--- src/rtl/bit_serializer16.sv ---
// Word-to-bit serializer feeding a 16:1 bit-select mux: holds the active word on mux_in
// and steps mux_sel one bit per accepted beat, with a one-word pending buffer behind it.
module bit_serializer16 #(
    parameter bit MSB_FIRST = 1'b0
) (
    input  logic        clk,
    input  logic        rst_n,
    input  logic [15:0] word_in,
    input  logic [4:0]  len_in,
    input  logic        word_valid,
    output logic        word_ready,
    output logic [15:0] mux_in,
    output logic [3:0]  mux_sel,
    output logic        bit_valid,
    output logic        bit_last,
    input  logic        bit_ready,
    output logic        busy
);

    // state    | meaning
    // S_IDLE   | active empty, pending empty
    // S_RUN    | active full, pending empty
    // S_RUN_FULL | active full, pending full
    typedef enum logic [1:0] {
        S_IDLE     = 2'd0,
        S_RUN      = 2'd1,
        S_RUN_FULL = 2'd2
    } state_t;

    state_t      r_state;
    state_t      w_state_nxt;

    logic [15:0] r_act_word;
    logic [4:0]  r_act_len;
    logic [3:0]  r_idx;
    logic [15:0] r_pend_word;
    logic [4:0]  r_pend_len;

    logic [4:0]  w_len_norm;
    logic [4:0]  w_len_m1;
    logic        w_word_xfer;
    logic        w_bit_xfer;
    logic        w_last_xfer;
    logic        w_load_in;
    logic        w_load_pend;
    logic        w_pend_to_act;
    logic        w_idx_inc;
    logic        w_go_idle;

    // 0 and anything above 16 both mean a full 16-bit word
    assign w_len_norm = ((len_in == 5'd0) || (len_in > 5'd16)) ? 5'd16 : len_in;
    assign w_len_m1   = r_act_len - 5'd1;

    assign word_ready = (r_state != S_RUN_FULL);
    assign bit_valid  = (r_state != S_IDLE);
    assign bit_last   = bit_valid && (r_idx == w_len_m1[3:0]);
    assign busy       = (r_state != S_IDLE);
    assign mux_in     = r_act_word;
    assign mux_sel    = MSB_FIRST ? (4'd15 - r_idx) : r_idx;

    assign w_word_xfer = word_valid & word_ready;
    assign w_bit_xfer  = bit_valid & bit_ready;
    assign w_last_xfer = w_bit_xfer & bit_last;

    always_ff @(posedge clk or negedge rst_n) begin
        if (!rst_n) begin
            r_state <= S_IDLE;
        end else begin
            r_state <= w_state_nxt;
        end
    end

    always_comb begin
        w_state_nxt   = r_state;
        w_load_in     = 1'b0;
        w_load_pend   = 1'b0;
        w_pend_to_act = 1'b0;
        w_idx_inc     = 1'b0;
        w_go_idle     = 1'b0;
        case (r_state)
            S_IDLE: begin
                if (w_word_xfer) begin
                    w_load_in   = 1'b1;
                    w_state_nxt = S_RUN;
                end
            end
            S_RUN: begin
                if (w_last_xfer) begin
                    if (w_word_xfer) begin
                        w_load_in = 1'b1;
                    end else begin
                        w_go_idle   = 1'b1;
                        w_state_nxt = S_IDLE;
                    end
                end else begin
                    w_idx_inc = w_bit_xfer;
                    if (w_word_xfer) begin
                        w_load_pend = 1'b1;
                        w_state_nxt = S_RUN_FULL;
                    end
                end
            end
            S_RUN_FULL: begin
                if (w_last_xfer) begin
                    w_pend_to_act = 1'b1;
                    w_state_nxt   = S_RUN;
                end else begin
                    w_idx_inc = w_bit_xfer;
                end
            end
            default: begin
                w_state_nxt = S_IDLE;
            end
        endcase
    end

    always_ff @(posedge clk or negedge rst_n) begin
        if (!rst_n) begin
            r_act_word  <= 16'h0000;
            r_act_len   <= 5'd16;
            r_idx       <= 4'd0;
            r_pend_word <= 16'h0000;
            r_pend_len  <= 5'd16;
        end else begin
            if (w_load_in) begin
                r_act_word <= word_in;
                r_act_len  <= w_len_norm;
                r_idx      <= 4'd0;
            end else if (w_pend_to_act) begin
                r_act_word <= r_pend_word;
                r_act_len  <= r_pend_len;
                r_idx      <= 4'd0;
            end else if (w_go_idle) begin
                r_idx <= 4'd0;
            end else if (w_idx_inc) begin
                r_idx <= r_idx + 4'd1;
            end
            if (w_load_pend) begin
                r_pend_word <= word_in;
                r_pend_len  <= w_len_norm;
            end
        end
    end

endmodule

--- config.mk ---
export PLATFORM = sky130hd
export DESIGN_NAME = bit_serializer16
export DESIGN_NICKNAME = d
export VERILOG_FILES = /design/src/rtl/bit_serializer16.sv
export SDC_FILE = /design/constraint.sdc
export NUM_CORES = 1
export LEC_CHECK = 0
export ABC_CLOCK_PERIOD_IN_PS = 4100
export CORE_MARGIN = 4
export CORE_UTILIZATION = 45
export DETAILED_ROUTE_END_ITERATION = 10
export PLACE_DENSITY = 0.69
export SKIP_CTS_REPAIR_TIMING = 1
export SYNTH_ARGS = -nofsm -noshare
export SYNTH_HDL_FRONTEND = slang
export SYNTH_SLANG_ARGS = --single-unit
--- constraint.sdc ---
create_clock -name clk -period 4.1 [get_ports clk]
set_input_delay 0.615 -clock clk [delete_from_list [all_inputs] [get_ports clk]]
set_output_delay 0.615 -clock clk [all_outputs]
set_load 0.01 [all_outputs]
==> metrics.csv <==
stage,metric,value,unit
routing,vias,1591,
setup_path,crit_start,r_act_len[0]$_DFFE_PN0P_,
placement,port_buffers,48,
global_routing,grt_pass1_vias,1563,
synthesis,synth_nets,230,
job,max_cap_viol_count,0,
setup_path,arrival,2.10,ns
timing,final_hold_viol_count,0,
clock_network,clock-sinks,46,
power_and_ir_drop,power.leakage,1.37,nW
placement,dp_cells,306,
floorplanning,initial_core_util,48.0,%
global_routing,grt_max_degree,47,
layout,fin_area,2920,µm²
clock_network,clk_pin_slew,0.09,ns
setup_path,cp-start-kind,flip-flop,
floorplanning,rows,25,
setup_path,cp.required,3.48,ns
power_and_ir_drop,p_per_area,697,nW/µm²
setup_path,endpoint_kind,output port,
timing,post-route-period-util,66.1,%
layout,antenna_cells,0,
timing,final.setup_skew,0.00981,ns
placement,placed_cell_area,2830,µm²
synthesis,yosysSeqAreaShare,49.2,%
synthesis,yosysTopAreaCell,dfrtp_1,
layout,stdcell_count,314,
routing,routedWlPerCell,14.0,µm
synthesis,synth.distinct_cells,39,
floorplanning,die_w,80.1,µm
routing,dr.pass1.iters,4,
timing,setup_tns,0,ns
timing,max_freq,0.369,GHz
routing,drt_wl_total,4410,µm
routing,drtIter0Drc,98,
synthesis,syn_area,2340,µm²
synthesis,ys_ff_latch,46,
layout,area_growth,24.7,%
setup_path,r2r_start,r_act_len[0]$_DFFE_PN0P_,
clock_network,h-tree-depth,2,
timing,rsz0062_at_grt,false,
clock_network,cts_tree,yes,
setup_path,critPathKind,flip-flop to output port,
floorplanning,die_area,6420,µm²
global_routing,grt-ovfl-total,0,
timing,worst_pin_slew,0.998,ns
hold_path,hold_class,input port to asynchronous set/reset pin,
timing,layout_min_cycle_time,2.71,ns
clock_network,clk_latency,0.30,ns
clock_network,clockBufferDepth,2,
timing,max_slew_margin,33.5,%
floorplanning,io_pins,49,
layout,nets,276,
timing,drv_slew,0,
synthesis,netlist_top_cells_area,"dfrtp_1 (49%), mux2_4 (11%), mux2i_1 (9.0%)",
layout,drive_gt1_share,12.6,%
floorplanning,dieHeight,80.1,µm
power_and_ir_drop,power,2.03,mW
global_routing,grt_pass1_wl,7360,µm
timing,setup_violations,0,
routing,viasPerCell,5.07,
placement,place.gp.congestion,0.749,
routing,route.detailed.drc,0,
clock_network,clockRootBuffer,clkbuf_8,
synthesis,syn_area_per_cell,11.7,µm²
global_routing,track_usage,15.0,%
timing,whs,0.475,ns
placement,place_hpwl,2970,µm
floorplanning,coreArea,4880,µm²
clock_network,cts_made_buffers,5,
synthesis,ys_warn_count,0,
power_and_ir_drop,irDropWorstVdd,0.353,mV
synthesis,syn_inst,200,
synthesis,synth_top_area_share,49.2,%
setup_path,worstPathMaxFanout,4,
outcome,status,finished clean,
routing,drtAntennaViolNets,0,
global_routing,antenna_found_initial,0,
==> layout by cell type, fill, tap and decap left out, types with 2 or more instances in the layout <==
cell type        instances
nor4_1                   3
nor2b_1                  5
clkbuf_8                 5
buf_4                    2
o221ai_1                 2
clkdlybuf4s50_1         47
nor3_1                   3
and3_1                   2
o21ai_0                  3
nand2_1                  7
ha_1                     5
dfrtp_1                 46
inv_1                   10
a21oi_1                 17
mux2i_1                 21
nand3b_1                 2
nand3_1                  3
xnor2_1                  5
mux2_4                  17
a31oi_1                  2
nor2_1                  21
==> power by group <==
group,total [mW],switching [mW],internal [mW]
combinational,0.958,0.419,0.539
sequential,0.793,0.128,0.665
clock,0.284,0.161,0.123
total,2.03,0.708,1.33
==> metrics by stage <==
| step | setup WS [ns] | utilization, % |
|---|---|---|
| after CTS | 1.36 | 59.8 |
| final | 1.39 | 59.8 |
| after global routing | 1.25 | 59.8 |
| after detailed placement | 1.26 | 57.9 |
| after global placement | 1.32 | 57.9 |
| after floorplan | 1.73 | - |
==> area by class of cell <==
| type | count | area (µm²) |
|---|---|---|
| well taps | 67 | 83.8 |
| clock inverters | 3 | 25.0 |
| inverters | 10 | 37.5 |
| multi-input cells | 133 | 1060 |
| fillers | 424 | 1960 |
| repair buffers | 50 | 490 |
| flip-flops and latches | 46 | 1150 |
| clock buffers | 5 | 68.8 |
==> registers in the layout (all words and copies together) (netlist names) <==
register,flops
mux_in,16
r_pend_word,16
mux_sel,4
r_act_len,4
r_pend_len,4
r_state,2
==> cell usage after synthesis <==
| master | instances |
|---|---|
| a21oi_1 | 17 |
| o211ai_1 | 1 |
| buf_6 | 2 |
| nor2b_1 | 5 |
| a211o_1 | 1 |
| and3_1 | 2 |
| or4_1 | 1 |
| dfrtp_1 | 46 |
| or3_1 | 1 |
| ha_1 | 5 |
| or3_4 | 1 |
| clkbuf_1 | 4 |
| mux2_4 | 17 |
| xnor3_1 | 1 |
| buf_12 | 1 |
| nor3_1 | 3 |
| inv_1 | 10 |
| a31oi_1 | 2 |
| o21ai_0 | 3 |
| o221ai_1 | 2 |
| mux2_2 | 1 |
| mux2i_1 | 21 |
| xnor2_1 | 5 |
| nand3b_1 | 2 |
| nand2b_1 | 1 |
| o22ai_1 | 1 |
| nand4_1 | 1 |
| a41o_1 | 1 |
| buf_4 | 1 |
| nor2_1 | 21 |
| buf_8 | 1 |
| nor4_1 | 3 |
| o41a_1 | 1 |
| xor2_1 | 1 |
| buf_2 | 2 |
| a2111oi_1 | 1 |
| nor2b_4 | 1 |
| nand2_1 | 7 |
| nand3_1 | 3 |
==> critical path, stage by stage (launching register included) <==
cell	delay, ns
dfrtp_1	0.41
inv_1	0.06
ha_1	0.30
xnor2_1	0.14
nor3_1	0.17
and3_1	0.18
clkdlybuf4s50_1	0.53
==> worst paths after layout <==
check	to	slack [ns]	cells past startpoint
min	mux_sel[2]$_DFFE_PN0P_	0.47	1
min reg2reg	r_pend_word[11]$_DFFE_PN0P_	0.52	1
max	bit_last	1.39	6
max in group asynchronous	mux_in[14]$_DFFE_PN0P_	3.01	1
min in group clk	r_pend_word[11]$_DFFE_PN0P_	0.52	1
max reg2reg	r_pend_word[6]$_DFFE_PN0P_	1.47	7
==> routing by layer <==
metal | track usage [%] | part of all wire (%) | up-vias
li1 | - | - | 796
met4 | 5.57 | 0.88 | 0
met3 | 4.48 | 5.6 | 2
met1 | 20.2 | 46 | 752
met2 | 22.7 | 47 | 41
met5 | 0 | 0 | -
==> kinds of logic after synthesis <==
family                     after synthesis  synth area share, %
AOI/OAI and AO/OA                       30                 7.86
xor gates and xnor gates                 7                 3.21
adders and majority gates                5                 2.67
buffers and inverters                   21                 5.45
DFF                                     46                 49.2
muxes                                   39                 20.4
and+or+nand+nor                         52                 11.3
Power figures use the tool's default switching activity.
